## src/rtl/prefetch_queue_pkg.sv

```systemverilog
// Shared types and width helpers for the instruction prefetch queue.
package prefetch_queue_pkg;

   typedef enum logic [1:0] {
      PF_IDLE,
      PF_WAIT,
      PF_STALE
   } pf_state_e;

   localparam int DEF_DEPTH     = 8;
   localparam int DEF_BUS_BYTES = 2;
   localparam int DEF_PEEK      = 6;
   localparam int DEF_PC_W      = 16;

   function automatic int ptr_w(input int depth);
      return (depth > 1) ? $clog2(depth) : 1;
   endfunction

   function automatic int cnt_w(input int n);
      return $clog2(n + 1);
   endfunction

endpackage

```

## src/rtl/prefetch_queue_ring_buffer.sv

```systemverilog
// Byte ring storage: masked multi-byte write at wr_ptr, PEEK-byte window at rd_ptr.
module pf_ring_buffer
   import prefetch_queue_pkg::*;
#(
   parameter int DEPTH     = DEF_DEPTH,
   parameter int BUS_BYTES = DEF_BUS_BYTES,
   parameter int PEEK      = DEF_PEEK
) (
   input  logic                   clk,
   input  logic                   we,
   input  logic [ptr_w(DEPTH)-1:0] wr_ptr,
   input  logic [BUS_BYTES*8-1:0] wr_data,
   input  logic [BUS_BYTES-1:0]   wr_mask,
   input  logic [ptr_w(DEPTH)-1:0] rd_ptr,
   output logic [PEEK*8-1:0]      window
);

   localparam int PW = ptr_w(DEPTH);

   logic [7:0] mem [DEPTH];

   always_ff @(posedge clk) begin
      for (int j = 0; j < BUS_BYTES; j++) begin
         if (we && wr_mask[j]) begin
            mem[PW'(wr_ptr + PW'(j))] <= wr_data[j*8 +: 8];
         end
      end
   end

   always_comb begin
      window = '0;
      for (int i = 0; i < PEEK; i++) begin
         window[i*8 +: 8] = mem[PW'(rd_ptr + PW'(i))];
      end
   end

endmodule

```

## src/rtl/prefetch_queue.sv

```systemverilog
// Instruction prefetch queue: PFP/pointer/count registers and single-outstanding
// fill FSM feeding a byte ring buffer.
module prefetch_queue
   import prefetch_queue_pkg::*;
#(
   parameter int DEPTH     = DEF_DEPTH,
   parameter int BUS_BYTES = DEF_BUS_BYTES,
   parameter int PEEK      = DEF_PEEK,
   parameter int PC_W      = DEF_PC_W
) (
   input  logic                      clk,
   input  logic                      reset,
   input  logic                      ce,
   input  logic                      flush,
   input  logic [PC_W-1:0]           flush_pc,
   output logic                      fill_req,
   output logic [PC_W-1:0]           fill_addr,
   input  logic                      fill_ack,
   input  logic [BUS_BYTES*8-1:0]    fill_data,
   output logic [PEEK*8-1:0]         q_window,
   output logic [cnt_w(DEPTH)-1:0]   q_len,
   input  logic [cnt_w(PEEK)-1:0]    consume
);

   localparam int PW = ptr_w(DEPTH);
   localparam int CW = cnt_w(DEPTH);
   localparam int BW = BUS_BYTES * 8;

   pf_state_e state, state_nx;

   logic [PW-1:0]        rd_ptr, wr_ptr;
   logic [CW-1:0]        count;
   logic [PC_W-1:0]      pfp;
   logic [PC_W-1:0]      skip, fill_bytes;
   logic                 room, take;
   logic [BW-1:0]        wr_data;
   logic [BUS_BYTES-1:0] wr_mask;

   assign skip       = pfp & PC_W'(BUS_BYTES - 1);
   assign fill_bytes = PC_W'(BUS_BYTES) - skip;
   assign room       = (CW'(DEPTH) - count) >= CW'(BUS_BYTES);
   // A flush in the ack cycle drops the data but still retires the request.
   assign take       = ce && !flush && fill_ack && (state == PF_WAIT);

   assign wr_data = fill_data >> {skip, 3'b000};

   always_comb begin
      wr_mask = '0;
      for (int j = 0; j < BUS_BYTES; j++) begin
         wr_mask[j] = PC_W'(j) < fill_bytes;
      end
   end

   always_comb begin
      state_nx = state;
      unique case (state)
         PF_IDLE:  if (!flush && room) state_nx = PF_WAIT;
         PF_WAIT: begin
            if (fill_ack)   state_nx = PF_IDLE;
            else if (flush) state_nx = PF_STALE;
         end
         PF_STALE: if (fill_ack) state_nx = PF_IDLE;
         default:  state_nx = PF_IDLE;
      endcase
   end

   always_ff @(posedge clk) begin
      if (reset) begin
         state  <= PF_IDLE;
         rd_ptr <= '0;
         wr_ptr <= '0;
         count  <= '0;
         pfp    <= '0;
      end else if (ce) begin
         state <= state_nx;
         if (flush) begin
            rd_ptr <= '0;
            wr_ptr <= '0;
            count  <= '0;
            pfp    <= flush_pc;
         end else begin
            rd_ptr <= rd_ptr + PW'(consume);
            count  <= count + (take ? CW'(fill_bytes) : '0) - CW'(consume);
            if (take) begin
               wr_ptr <= wr_ptr + PW'(fill_bytes);
               pfp    <= pfp + fill_bytes;
            end
         end
      end
   end

   always_ff @(posedge clk) begin
      if (!reset && ce && !flush) begin
         assert (CW'(consume) <= count);
      end
   end

   assign fill_req  = (state == PF_WAIT);
   assign fill_addr = pfp & ~PC_W'(BUS_BYTES - 1);
   assign q_len     = count;

   pf_ring_buffer #(
      .DEPTH     (DEPTH),
      .BUS_BYTES (BUS_BYTES),
      .PEEK      (PEEK)
   ) u_ring (
      .clk     (clk),
      .we      (take),
      .wr_ptr  (wr_ptr),
      .wr_data (wr_data),
      .wr_mask (wr_mask),
      .rd_ptr  (rd_ptr),
      .window  (q_window)
   );

endmodule

```

## config.mk

```make
export PLATFORM = sky130hd
export DESIGN_NAME = prefetch_queue
export DESIGN_NICKNAME = d
export VERILOG_FILES = /design/src/rtl/prefetch_queue_pkg.sv /design/src/rtl/prefetch_queue_ring_buffer.sv /design/src/rtl/prefetch_queue.sv
export SDC_FILE = /design/constraint.sdc
export NUM_CORES = 1
export LEC_CHECK = 0
export CAP_MARGIN = 20
export CORE_MARGIN = 8
export CORE_UTILIZATION = 59
export CTS_CLUSTER_DIAMETER = 120
export DETAILED_ROUTE_END_ITERATION = 10
export DONT_BUFFER_PORTS = 1
export GPL_ROUTABILITY_DRIVEN = 0
export PLACE_DENSITY = 0.79
export SLEW_MARGIN = 15
export SYNTH_ARGS = -nofsm -noshare
export SYNTH_HDL_FRONTEND = slang
export SYNTH_SLANG_ARGS = --single-unit
```

## constraint.sdc

```tcl
create_clock -name clk -period 3.41 [get_ports clk]
set_clock_uncertainty 0.2 [all_clocks]
set_input_delay 0.682 -clock clk [delete_from_list [all_inputs] [get_ports clk]]
set_output_delay 0.682 -clock clk [all_outputs]
set_load 0.05 [all_outputs]
```

Word-level counts from Yosys, hierarchy flattened
Memory sizes are Yosys's and may differ from the RTL's. A register that Yosys moved wholly into a read port is not among the register bits.
Cells that the tools add are included.
{"block": "word_totals", "regBits": 28, "latch_bits": 0, "mem_bits_rw": 64, "rom_bits": 0, "inputBits": 40, "output_inout_bits": 69, "wordCells": 57, "n_memories": 1}
{"memory": "u_ring.mem", "depth": 8, "width": 8, "read_ports": 6, "rd_ports_with_merged_regs": 1, "write_ports": 2, "line_no": "prefetch_queue_ring_buffer.sv:20", "source": "logic [7:0] mem [DEPTH];"}
{"block": "op_classes", "addsub": 13, "n_mul": 0, "n_div": 0, "order_cmp": 3, "n_eq_ne": 5, "shift": 1, "muxes": 18, "n_bitwise": 0, "reduce_logical": 11}
{"operator": "$lt 1x16->1 const A", "n": 2}
{"operator": "$mux 16", "n": 2}
{"operator": "$add 16x16->16", "n": 1}
{"operator": "$shr 16x4->16", "n": 1}
{"operator": "$mux 3", "n": 5}
{"operator": "$mux 2", "n": 4}
{"operator": "$mux 4", "n": 2}
{"operator": "$add 3x1->3 const B", "n": 2}
{"operator": "$add 3x2->3 const B", "n": 2}
{"operator": "$add 3x3->3", "n": 2}
{"operator": "$add 3x3->3 const B", "n": 2}
{"operator": "$logic_and 1x1->1", "n": 6}
{"operator": "$pmux 2 s3", "n": 1}
{"operator": "$add 4x4->4", "n": 1}
{"operator": "$ge 4x2->1 const B", "n": 1}
{"operator": "$mux 1", "n": 4}
{"operator": "$ne 2x2->1 const B", "n": 2}
{"operator": "$reduce_and 4->1", "n": 1}
{"operator": "$sub 4x3->4", "n": 1}
{"operator": "$sub 4x4->4 const A", "n": 1}
{"operator": "$ne 3x2->1 const B", "n": 1}
{"operator": "$sub 2x1->3 const A", "n": 1}
{"operator": "$eq 2x1->1 const B", "n": 1}
{"operator": "$eq 2x2->1 const B", "n": 1}
{"operator": "other kinds (4)", "n": 4}

Logic depth before layout (Yosys ltp)
Gate-level depths: netlist of the first run.
{"block": "depth", "depth_word": 8, "ltp_mapped": 14, "ltp_nobuf": 12}

Cells and area by module
Synthesis of the first run repeated with hierarchy kept, for this count alone.
{"block": "unflattened", "cells_unflattened": 571, "area_unflattened_um2": 7283.2}
{"module": "pf_ring_buffer", "n_inst": 1, "cells_per_inst": 312, "area_per_inst_um2": 5188.7, "seq_area_each_um2": 1921.8}
{"module": "prefetch_queue", "n_inst": 1, "cells_per_inst": 259, "area_per_inst_um2": 2094.5, "seq_area_each_um2": 560.5}

Least setup slack after synthesis of the first run
Ideal clock, no wire load.
{"block": "synth_path", "kind": "input port to flip-flop", "from": "in ce", "to": "reg count[3], in the netlist q_len[3]", "setup_time_ns": 0.131, "t_arrival_ns": 3.294, "required_ns": 3.079, "slack_ns": -0.216, "path_stages": 14, "path_buffers": 2, "path_cell_list": "buf_4 -> and2b_1 -> nand2_2 -> nor3b_4 -> buf_2 -> nand2_1 -> fa_1 -> inv_1 -> ha_1 -> a21o_1 -> a21oi_1 -> xor2_1 -> mux2i_1 -> a21oi_1"}
{"block": "synth_between", "elab_chain_cells": 7}
{"item": "start: declaration", "line_no": "prefetch_queue.sv:13", "source": "input logic ce,"}
{"item": "$logic_and 1x1->1 (3 in a row)", "line_no": "prefetch_queue.sv:43", "source": "assign take = ce && !flush && fill_ack && (state == PF_WAIT);"}
{"item": "$mux 4", "line_no": "prefetch_queue.sv:83", "source": "count <= count + (take ? CW'(fill_bytes) : '0) - CW'(consume);"}
{"item": "$add 4x4->4", "line_no": "prefetch_queue.sv:83"}
{"item": "$sub 4x3->4", "line_no": "prefetch_queue.sv:83"}
{"item": "$mux 4", "line_no": "prefetch_queue.sv:76", "source": "if (flush) begin"}
{"item": "end signal: assignment", "line_no": "prefetch_queue.sv:83"}
{"item": "end: declaration", "line_no": "prefetch_queue.sv:32", "source": "logic [CW-1:0] count;"}
Parallel ways exist; a longest one is shown, timed or not.
A chain may end at the register's enable or synchronous reset.

Final worst setup path of the first run
{"block": "layout_path", "from": "reg rd_ptr[1]", "to": "out q_window[43]"}
{"block": "layout_between", "elab_chain_cells": 2}
{"item": "start: declaration", "line_no": "prefetch_queue.sv:31", "source": "logic [PW-1:0] rd_ptr, wr_ptr;"}
{"item": "start signal: assignment", "line_no": "prefetch_queue.sv:82", "source": "rd_ptr <= rd_ptr + PW'(consume);"}
{"item": "$add 3x3->3", "line_no": "prefetch_queue_ring_buffer.sv:33", "source": "window[i*8 +: 8] = mem[PW'(rd_ptr + PW'(i))];"}
{"item": "$mem_v2 8x8"}
{"item": "end: declaration", "line_no": "prefetch_queue.sv:20", "source": "output logic [PEEK*8-1:0] q_window,"}
Every way passes these cells.

==> results of run 1 <==
==> registers in the layout (all words and copies together), names as in the netlist, named ones only <==
name,cells
u_ring.mem,64
state,2
rd_ptr,3
q_len,4
wr_ptr,3
pfp,16
==> stage by stage <==
stage / setup TNS [ns] / utilization / cells / setup slack [ns]
floorplan: -0.0111 / - / 596 / -0.0111
global placement: 0 / 0.647 / 739 / 0.370
detailed placement: 0 / 0.647 / 739 / 0.248
CTS: 0 / 0.671 / 755 / 0.220
global route: 0 / 0.671 / 755 / 0.142
finish: 0 / 0.671 / 755 / 0.286
==> report_power, final <==
part           internal [mW]  total (mW)  leakage, nW  switching [mW]
logic                  0.312       0.762         1.82           0.449
clock network          0.565       0.983        0.134           0.418
registers               1.25        1.31        0.829          0.0598
total                   2.13        3.06         2.78           0.927
==> Yosys cell counts (all sizes together), types with 2 or more instances <==
cell type,count
ha,14
o31a,2
xnor2,3
xor2,8
a21o,5
o21ai,9
a31oi,18
mux2i,2
nor2,40
mux4,64
a222oi,2
mux2,112
a311oi,3
a32oi,2
nor3,10
nand2,68
nor2b,5
nor4,3
inv,17
clkbuf,17
nand3,7
nand2b,4
a21oi,18
dfxtp,31
and2b,3
o311ai,2
fa,4
a2bb2oi,5
a22oi,6
nor3b,2
edfxtp,64
nand4,6
o31ai,2
buf,26
==> final timing paths <==
kind	slack, ns	start	to
worst max-delay path	0.29	rd_ptr[1]	q_window[43]
worst min-delay path	0.20	reset	pfp[10]
worst max register to register	0.48	state[1]	q_len[3]
worst min register to register	0.36	state[0]	state[0]
==> per-layer routing <==
layer | global-route usage | vias up | routed length, um
met4 | 0.0763 | 0 | 386
met2 | 0.360 | 306 | 8910
met5 | 0 | - | 0
met1 | 0.328 | 2635 | 7750
li1 | - | 2337 | -
met3 | 0.0524 | 32 | 1920
==> layout make-up <==
cell class | count | area, sq um | share of cell area
Clock buffer | 10 | 229 | 0.0284
Sequential cell | 95 | 2550 | 0.316
Inverter | 17 | 63.8 | 0.00791
Timing Repair Buffer | 39 | 505 | 0.0627
Clock inverter | 6 | 61.3 | 0.00760
Tap cell | 147 | 184 | 0.0228
Multi-Input combinational cell | 441 | 4470 | 0.555
==> cell families after synthesis <==
logic type                 Yosys count  share of synthesized area
other                                1                   0.000517
xor gates and xnor gates            11                     0.0159
AOI/OAI and AO/OA                   81                     0.0886
buffers and inverters               60                     0.0371
DFF                                 95                      0.350
muxes                              178                      0.375
adders and majority gates           18                     0.0352
and+or+nand+nor                    152                     0.0976
==> placed cells by master, fill, tap and decap left out, types with 3 or more instances in the layout <==
cell | netlist | final
mux2_1 | 44 | 44
nor2b_1 | 5 | 5
a21o_1 | 4 | 4
nor4_1 | 3 | 3
a31oi_4 | 4 | 4
buf_4 | 3 | 22
inv_2 | 2 | 3
a31oi_1 | 13 | 13
clkbuf_16 | 0 | 9
nor3_1 | 10 | 10
a2bb2oi_1 | 5 | 5
edfxtp_1 | 64 | 64
a22oi_1 | 6 | 6
xor2_1 | 8 | 8
o21ai_0 | 8 | 8
fa_1 | 4 | 4
and2b_1 | 3 | 3
a21oi_2 | 2 | 3
mux4_2 | 64 | 64
ha_1 | 14 | 13
a21oi_1 | 15 | 14
inv_1 | 15 | 14
nand3_1 | 7 | 7
nor2_1 | 38 | 38
mux2_2 | 68 | 68
a311oi_1 | 3 | 3
nand2b_1 | 4 | 4
buf_12 | 0 | 17
nand4_1 | 5 | 5
nand2_1 | 67 | 66
dfxtp_1 | 31 | 30
==> flow_metrics.py, run 1 <==
metrics = {
    "floorplanning": {
        "ios": 109,
        "core-area_sq_um": 12000,
        "die_area_sq_um": 16100,
        "start_util": 0.604,
        "die_y_um": 127,
        "die_w_um": 127,
        "rows": 40,
    },
    "logic_synthesis": {
        "synthDistinctLibCells": 63,
        "netlist_area_sq_um": 7260,
        "synth_top_area_cell": "edfxtp_1",
        "synth_fp_nets": 654,
        "synth_top_area_frac": 0.265,
        "synth.area.top_cells": "edfxtp_1 26%, mux4_2 20%, mux2_2 11%",
        "synthFlopType": "edfxtp_1",
        "async_flop_share": 0,
        "syn_inst": 596,
        "synth_warnings": 0,
        "syn_avg_cell_area_sq_um": 12.2,
        "ys_seq_area_frac": 0.350,
        "synth_edf_count": 64,
        "ys_ff_latch": 95,
    },
    "global_route": {
        "grt_pass1_wl_um": 30200,
        "grt_max_degree": 65,
        "gr-usage-all-layers": 0.236,
        "overflow": 0,
        "first_global_vias": 5268,
        "antenna_found_initial": 0,
    },
    "worst_setup_path": {
        "critPathCaptureType": "output port",
        "crit_path_frequent_cell": "nand2_1",
        "required_ns": 2.53,
        "crit_type": "flip-flop to output port",
        "crit_cells": 7,
        "worst-path-buf-inv": 3,
        "critPathSlowestCell": "ha_1",
        "crit_chain": "inv_2, ha_1, buf_4, mux4_2, nand2_1, nand2_1, buf_12",
        "critPathMaxFanout": 12,
        "cp_top_family": "buffers and inverters",
        "start_kind": "flip-flop",
        "crit_arrival_ns": 2.24,
        "r2r_cells": 13,
        "cp_slowest_stage_delay_ns": 0.45,
    },
    "timing": {
        "report.final.slew_viol_count": 0,
        "hold_ws_ns": 0.203,
        "period_minus_slack_ns": 3.12,
        "slew_headroom": 0.389,
        "rsz0062_at_grt": "no",
        "hold_violations": 0,
        "timing.fmax_mhz": 320,
        "min_period_over_period": 0.916,
        "tightest_slew_ns": 0.914,
        "setup_viol": 0,
    },
    "power": {
        "ir_worst_vdd_mv": 0.235,
        "p_per_area_nw_per_um2": 379,
        "leakagePower_nw": 2.78,
        "finalPower_mw": 3.06,
    },
    "run": {
        "max_cap_violations": 0,
    },
    "clock_tree": {
        "clock_path_buffers": 2,
        "cts_resized": 0,
        "cts_setup_buffers": 0,
        "clock_sinks": 95,
        "cts_tree": "done",
        "cts_root_buffer": "clkbuf_16",
        "clk_pin_slew_worst_paths_ns": 0.07,
        "hold_buffers": 0,
        "cts_buffers": 9,
        "cts.htree.levels": 3,
        "insertion_delay_ns": 0.34,
    },
    "layout": {
        "syn_to_final_growth_pct": 11.1,
        "final_cell_area_sq_um": 8060,
        "drive_gt1_frac": 0.342,
        "fillCellCount": 840,
        "antenna_cells": 0,
        "fin_nets": 661,
    },
    "drt": {
        "vias": 5310,
        "drt_iter0_drc": 593,
        "wire_per_inst_um": 25.1,
        "drc": 0,
        "viasPerCell": 7.03,
        "first_pass_iters": 5,
        "final_antenna_net_count": 0,
        "routed_wl_um": 19000,
    },
    "min_path": {
        "worstHoldPathType": "primary input to flip-flop",
        "timing.hold.worst_path_depth": 1,
    },
    "place": {
        "port_buffers": 0,
        "dpl_cell_area_sq_um": 7770,
        "hpwlAfterDp_um": 14000,
    },
    "status": {
        "status": "complete, no violations",
    },
}
No activity file was read; power rests on OpenSTA's default activity.
==> run 2, diff against run 1 <==
ABC_AREA = 1   (was default)
==> flow_metrics.py, run 2 <==
metrics = {
    "status": {
        "status": "complete, no violations",
    },
    "logic_synthesis": {
        "synth_edf_count": 64,
        "synthFlopType": "edfxtp_1",
        "synthDistinctLibCells": 39,
        "synth_top_family_by_area": "simple AND/OR/NAND/NOR gates",
        "synth.area.top_cells": "edfxtp_1 27%, nand2_1 19%, o21ai_0 9.8%",
        "synth_warnings": 0,
        "synth_compound_area_frac": 0.222,
        "async_flop_share": 0,
        "synth_top_area_cell": "edfxtp_1",
        "synth_top_area_frac": 0.270,
        "synthTopCellsByCount": "367 x nand2_1, 140 x o21ai_0, 81 x inv_1, 75 x o21ai_1, 69 x nor2_1",
        "synth_xor_area_frac": 0.00983,
        "synth_fp_nets": 1125,
        "synth-simple-area-share": 0.294,
        "synthMuxAreaShare": 0,
        "yosysMostFrequentCell": "nand2_1",
        "ys_ff_latch": 95,
        "ys_seq_area_frac": 0.357,
        "netlist_area_sq_um": 7130,
        "syn_avg_cell_area_sq_um": 6.68,
        "syn_inst": 1067,
        "synth_fa_ha_area_frac": 0.0358,
    },
    "power": {
        "ir_worst_vdd_mv": 0.295,
        "p_per_area_nw_per_um2": 405,
        "leakagePower_nw": 3.34,
        "finalPower_mw": 3.22,
    },
    "worst_setup_path": {
        "start_kind": "flip-flop",
        "crit_type": "flip-flop to output port",
        "crit_arrival_ns": 2.26,
        "r2r-end": "q_len[3]",
        "critPathSlowestCell": "dfxtp_1",
        "crit_chain": "inv_1, ha_1, xor2_1, inv_2, a211oi_1, nor2_1, buf_4",
        "r2r_cells": 10,
        "crit_start": "rd_ptr[1]",
        "crit_end": "q_window[24]",
        "critPathMaxFanout": 10,
        "required_ns": 2.53,
        "ff2ff_setup_slack_ns": 0.80,
        "r2r_start": "pfp[0]",
        "cp_slowest_stage_delay_ns": 0.46,
        "critPathCaptureType": "output port",
    },
    "timing": {
        "rsz0062_at_grt": "no",
        "period_minus_slack_ns": 3.14,
        "timing.fmax_mhz": 318,
        "slew_headroom": 0.269,
        "setup_viol": 0,
        "fin_setup_tns_ns": 0,
        "hold_violations": 0,
        "min_period_over_period": 0.922,
        "tightest_slew_ns": 1.08,
        "report.final.slew_viol_count": 0,
    },
    "layout": {
        "syn_to_final_growth_pct": 11.5,
        "final_common_cell": "nand2_1",
        "largest_register_ffs": 64,
        "fin_nets": 1151,
        "final_core_util": 0.667,
        "largest_register": "u_ring.mem",
        "drive_gt1_frac": 0.104,
        "mostFrequentLayoutCells": "367 x nand2_1, 132 x o21ai_0, 83 x o21ai_1",
        "final_cell_area_sq_um": 7940,
        "stdcell_count": 1245,
        "antenna_cells": 0,
    },
    "global_route": {
        "antenna_found_initial": 0,
        "overflow": 0,
        "grt_pass1_wl_um": 34500,
        "gr-usage-all-layers": 0.268,
        "first_global_vias": 6524,
        "grt_max_degree": 97,
    },
    "clock_tree": {
        "cts_buffers": 9,
        "clk_pin_slew_worst_paths_ns": 0.07,
        "cts.htree.levels": 3,
        "hold_buffers": 0,
        "cts_setup_buffers": 0,
        "cts_tree": "done",
        "clock_path_buffers": 2,
        "clock_sinks": 95,
        "cts_resized": 0,
        "insertion_delay_ns": 0.34,
        "cts_root_buffer": "clkbuf_16",
    },
    "floorplanning": {
        "ios": 109,
        "rows": 40,
        "die_y_um": 126,
        "start_util": 0.598,
        "die_w_um": 126,
        "die_area_sq_um": 15800,
        "core-area_sq_um": 11900,
    },
    "drt": {
        "wire_per_inst_um": 17.4,
        "routed_wl_um": 21600,
        "drt_iter0_drc": 972,
        "first_pass_iters": 7,
        "vias": 7391,
        "viasPerCell": 5.94,
        "final_antenna_net_count": 0,
        "drc": 0,
    },
    "min_path": {
        "worstHoldPathType": "primary input to flip-flop",
    },
    "place": {
        "port_buffers": 0,
        "dpl.cell_count": 1229,
        "dpl_cell_area_sq_um": 7650,
        "hpwlAfterDp_um": 16300,
    },
    "run": {
        "max_cap_violations": 0,
    },
}
run 2: changes by cell type in the layout (fill, tap and decap cells not counted), moves of 37 or more:
cell	delta
nand2_1	+301
o21ai_0	+124
o21ai_1	+82
mux2_2	-68
inv_1	+67
mux4_2	-64
buf_4	+46
mux2_1	-44
a21oi_1	+37
run 2: stage by stage:
step / hold WS [ns] / worst slack [ns]
2_1_floorplan: 0.269 / 0.0602
3_3_place_gp: 0.287 / 0.574
3_5_place_dp: 0.300 / 0.515
4_1_cts: 0.191 / 0.254
5_1_grt: 0.191 / 0.123
6_report: 0.204 / 0.267
run 2: cells by family (layout without fill, tap and decap cells):
logic type / after synthesis / count (layout)
xor+xnor: 8 / 8
other cells: 1 / 1
compound gates: 300 / 300
simple gates: 498 / 498
flops: 95 / 95
fa+ha+maj: 18 / 18
buf+inv: 147 / 178
run 2: layout make-up:
type | count | area (sq um)
clock buffers | 9 | 225
fillers | 1052 | 3970
inverters | 91 | 342
multi-input cells | 825 | 4020
repair buffers | 71 | 571
well taps | 147 | 184
flip-flops and latches | 95 | 2540
clock inverters | 7 | 63.8
run 2: power breakdown:
group | leakage [nW] | switching (mW) | total (mW) | internal [mW]
Combinational | 2.36 | 0.643 | 0.908 | 0.265
Sequential | 0.830 | 0.0593 | 1.32 | 1.26
Clock | 0.149 | 0.429 | 0.992 | 0.563
Total | 3.34 | 1.13 | 3.22 | 2.09
run 2: how the worst min path moves through the flow:
stage                     cells after the start  startpoint  endpoint
after detailed placement                      2    state[0]  state[0]
after global routing                          1       reset    pfp[4]
after global placement                        2    state[0]  state[0]
after CTS                                     1       reset    pfp[4]
final                                         1       reset    pfp[4]
after floorplan                               2    state[0]  state[0]
run 2: critical path: cells and delay by family, from the launching register on:
| family | cells | cell delay (ns) |
|---|---|---|
| DFF | 1 | 0.46 |
| buffers and inverters | 3 | 0.46 |
| xor gates and xnor gates | 1 | 0.46 |
| AOI/OAI and AO/OA | 1 | 0.26 |
| adders and majority gates | 1 | 0.19 |
| and+or+nand+nor | 1 | 0.07 |
run 2: layer usage:
| metal | vias to the layer above | global-route usage | wire (um) |
|---|---|---|---|
| li1 | 3613 | - | - |
| met1 | 3284 | 0.364 | 9080 |
| met2 | 446 | 0.405 | 9410 |
| met3 | 48 | 0.0692 | 2610 |
| met4 | 0 | 0.0906 | 520 |
| met5 | - | 0 | 0 |
==> variant 1 (settings of run 2) <==
The package constant `DEF_PEEK` goes from 6 to 3.
--- a/src/rtl/prefetch_queue_pkg.sv
+++ b/src/rtl/prefetch_queue_pkg.sv
@@ -9,7 +9,7 @@
 
    localparam int DEF_DEPTH     = 8;
    localparam int DEF_BUS_BYTES = 2;
-   localparam int DEF_PEEK      = 6;
+   localparam int DEF_PEEK      = 3;
    localparam int DEF_PC_W      = 16;
 
    function automatic int ptr_w(input int depth);
Interface: changed (resized consume and q_window); port bits go from 109 to 84. The function was not compared with the original's and may differ.
==> variant 1 against run 2 <==
- global-route usage fell by 0.83 points
- first-iteration DRC count rose by 10%
- combinational power fell by 39%
- setup slack got worse by 0.044 ns
- design area fell by 13%
- hold slack got worse by 0.035 ns
- die area fell by 7.5%
- routed wire length fell by 10%
- sequential cell count did not move
- power fell by 20%
- area after synthesis fell by 8.6%
- fmax fell by 1.4%
- largest cell class unchanged
- highest routed layer unchanged
==> variant 1: results (changes against run 2) <==
| Metric | Value |
|---|---|
| Critical path peak fanout | 11 (was 10) |
| Number of port buffers | 0 (unchanged) |
| Mapped Cells | 890 (was 1,067) |
| Synth Area in Compound Gates | 25.7% (was 22.2%) |
| Top cells by area, synth | edfxtp_1 (30%), nand2_1 (12%), dfxtp_1 (9.5%) (was edfxtp_1 (27%), nand2_1 (19%), o21ai_0 (9.8%)) |
| Sw Share | 32.1% (was 35.2%) |
| Peak supply drop | 0.000245 V (was 0.000295 V) |
| Async S/R FF share, synth | 0% (unchanged) |
| P_leak | 0.00281 µW (was 0.00334 µW) |
| Met2 Track Usage GR | 37.9% (was 40.5%) |
| Routing usage on met1 | 35.0% (was 36.4%) |
| Slowest CP cell | nor2_1 (was dfxtp_1) |
| Status | completed (unchanged) |
| Max FFs per register | 64 (unchanged) |
| Commonest cells in the netlist | nand2_1 (215), o21ai_0 (102), a21oi_1 (101), inv_1 (66), o21ai_1 (65) (was nand2_1 (367), o21ai_0 (140), inv_1 (81), o21ai_1 (75), nor2_1 (69)) |
| WL met3 | 2580 µm (was 2610 µm) |
| Dpl cell area | 6770 µm² (was 7650 µm²) |
| Adder-cell area share of the yosys netlist | 3.54% (was 3.58%) |
| P_int | 1750 µW (was 2090 µW) |
| Post-CTS Setup Bufs | 0 (unchanged) |
| M3 GR Usage | 7.03% (was 6.92%) |
| Xor/xnor share of the synthesized area | 0.961% (was 0.983%) |
| Final nets | 950 (was 1,151) |
| Routed length per instance | 18.7 µm (was 17.4 µm) |
| Met2 WL | 8370 µm (was 9410 µm) |
| Reg clk slew, reported paths | 0.09 ns (was 0.07 ns) |
| Vias in the first global route | 5,837 (was 6,524) |
| Layout cells sized above 1 | 8.89% (was 10.4%) |
| Worst skew pair latency | 0.38 ns (was 0.34 ns) |
| Global Route Usage Sum | 25.9% (was 26.8%) |
| Largest net degree at the start of global routing | 65 (was 97) |
| Detailed placer's ending HPWL | 14,400 µm (was 16,300 µm) |
| Via total after detailed routing | 6,630 (was 7,391) |
| Met1 wire length | 7780 µm (was 9080 µm) |
| Rel. slew slack | 41.6% (was 26.9%) |
| Mux contribution to synthesized area | 0% (unchanged) |
| Initial drt markers | 1,072 (was 972) |
| Global-route wire length before repair | 30,300 µm (was 34,500 µm) |
| Synth cell types | 40 (was 39) |
| # fillers | 920 (was 1,052) |
| Post-CTS sizing | 0 (unchanged) |
| DR vias/cell | 6.38 (was 5.94) |
| DP Cell Count | 1,024 (was 1,229) |
| CP top delay family | simple AND/OR/NAND/NOR gates (was flip-flops) |
| Comb. pwr | 555 µW (was 908 µW) |
| Seq power | 1320 µW (about the same) |
| Worst EP arrival | 2.30 ns (was 2.26 ns) |
| Sequential element share of the synthesized area | 39.0% (was 35.7%) |
| CTS root buf | clkbuf_8 (was clkbuf_16) |
| Clk buf depth | 2 (unchanged) |
| Ys Warns | 0 (unchanged) |
| Pre-Repair DR Iteration Count | 6 (was 7) |
-- variant 1: cell count changes in the layout (fill, tap and decap cells not counted), sizes merged, moves of 14 or more --
cell	before	now
inv	90	70
nand2	372	220
buf	71	44
o21ai	215	167
a21oi	51	101
nand4	20	6
-- variant 1: area by class of cell --
class	instances	area share (%)
Sequential cell	95	36.6
Inverter	72	3.89
Timing Repair Buffer	44	4.75
Tap cell	140	2.52
Clock inverter	5	0.702
Multi-Input combinational cell	673	49.6
Clock buffer	11	1.89
-- variant 1: path summary, 6_finish.rpt --
kind,startpoint,slack (ns),cells after the start,endpoint
worst min-delay path,reset,0.17,1,wr_ptr[1]
worst max-delay path,rd_ptr[1],0.22,7,q_window[17]
worst min register to register,state[0],0.29,2,state[0]
worst max register to register,state[0],0.68,11,q_len[2]
-- variant 1: through the flow --
step | utilization [%] | setup WS (ns)
CTS | 64.4 | 0.254
global route | 64.4 | 0.0539
global placement | 62.7 | 0.384
finish | 64.4 | 0.223
detailed placement | 62.7 | 0.340
floorplan | - | 0.254
==> variant 2 (config.mk and constraints of run 2) <==
Made on the original files. Make the reset (`reset`) asynchronous in one clocked block.
--- a/src/rtl/prefetch_queue.sv
+++ b/src/rtl/prefetch_queue.sv
@@ -64,7 +64,7 @@
       endcase
    end
 
-   always_ff @(posedge clk) begin
+   always_ff @(posedge clk or posedge reset) begin
       if (reset) begin
          state  <= PF_IDLE;
          rd_ptr <= '0;
Behaviour: differs if reset is asserted again (counterexample within 4 cycles, from zero or initial values and one cycle with reset high); with reset held inactive, the same outputs for 4 cycles.
==> variant 2 against run 2 <==
- design area is 2.4% lower
- final cell count is 9.5% lower
- core utilization is 0.95 points higher
- via count is 11% lower
- area after synthesis fell by 2.3%
- count of clock-buffer cells in the layout grew 5
- setup slack got worse by 0.033 ns
- routed wire length shrank 9.9%
- sequential cell count fell by 3
- critical path type unchanged
Power is not compared: it rests on default switching activity, and its combinational part moved more than twofold at a synthesized area within 25%.
==> variant 2: results (changes against run 2) <==
| Metric | Value |
|---|---|
| Layout cells sized above 1 | 13.2% (was 10.4%) |
| Worst-Margin Slew | 0.934 ns (was 1.08 ns) |
| Reg2Reg Launch Point | state[1] (was pfp[0]) |
| Setup slack at placement | 0.505 ns (was 0.515 ns) |
| Flop2flop setup slack | 0.73 ns (was 0.80 ns) |
| Initial drt markers | 820 (was 972) |
| FF-to-FF End | q_len[2] (was q_len[3]) |
| Async S/R FF share, synth | 30.4% (was 0%) |
| Met2 Track Usage GR | 34.8% (was 40.5%) |
| Detailed placer's ending HPWL | 15,000 µm (was 16,300 µm) |
| M3 GR Usage | 7.45% (was 6.92%) |
| Largest net degree at the start of global routing | 60 (was 97) |
| Final nets | 1,037 (was 1,151) |
| Adder-cell area share of the yosys netlist | 3.67% (was 3.58%) |
| Worst reg2reg path depth | 9 (was 10) |
| Critical path peak fanout | 58 (was 10) |
| Sequential element share of the synthesized area | 37.7% (was 35.7%) |
| Met1 wire length | 8260 µm (was 9080 µm) |
| Max incr delay on CP | 0.48 ns (was 0.46 ns) |
| Hold Crit Class | in2async (was in2reg) |
| Global-route wire length before repair | 30,800 µm (was 34,500 µm) |
| Via total after detailed routing | 6,613 (was 7,391) |
| Status | completed (unchanged) |
| Met2 WL | 8240 µm (was 9410 µm) |
| Synth Area in Compound Gates | 16.2% (was 22.2%) |
## variant 2: changes by cell type in the layout (fill, tap and decap cells not counted), sizes merged, moves of 12 or more
cell   delta
a21oi    -50
dfrtp    +28
dfxtp    -31
inv      -30
mux2i    +22
nand3    +24
nor2     -21
o21ai    -33
or2      +12
## variant 2: worst max-delay path by stage
stage / from / to / slack [ns] / depth (start not counted)
after floorplan: rd_ptr[1] / q_window[40] / -0.28 / 9
after detailed placement: ce / q_len[2] / 0.50 / 10
after global routing: rd_ptr[0] / q_window[9] / 0.06 / 6
final: rd_ptr[0] / q_window[15] / 0.23 / 6
after global placement: ce / q_len[2] / 0.57 / 10
after CTS: rd_ptr[0] / q_window[9] / 0.25 / 6
## variant 2: critical path: cells and delay by family, from the launching register on
family,cells,cell delay [ns]
buffers and inverters,3,0.92
flip-flops,1,0.36
adder cells (fa/ha/maj),1,0.26
AO/OA/AOI/OAI,1,0.20
XOR/XNOR,1,0.18
## variant 2: power by group
part           internal [µW]  switching [µW]  total, µW
Combinational            933            2060       2990
Sequential              1320             375       1700
Clock                    531             399        929
Total                   2790            2830       5620
## variant 2: per-stage QoR
step / hold WS [ns] / setup TNS, ns / instance area [µm²] / total power, µW
after CTS: 0.107 / 0 / 7760 / 5620
after detailed placement: 0.318 / 0 / 7480 / 4700
final: 0.102 / 0 / 7760 / 5620
after global placement: 0.314 / 0 / 7480 / 4650
after floorplan: 0.289 / -1.71 / 6960 / 3800
after global routing: 0.148 / 0 / 7760 / 5900
## variant 2: final cells by class
type,count,area (µm²)
Multi-Input combinational cell,753,3890
Sequential cell,92,2620
Inverter,60,225
Fill cell,962,3710
Timing Repair Buffer,63,561
Clock inverter,2,11.3
Clock buffer,14,262
Tap cell,143,179
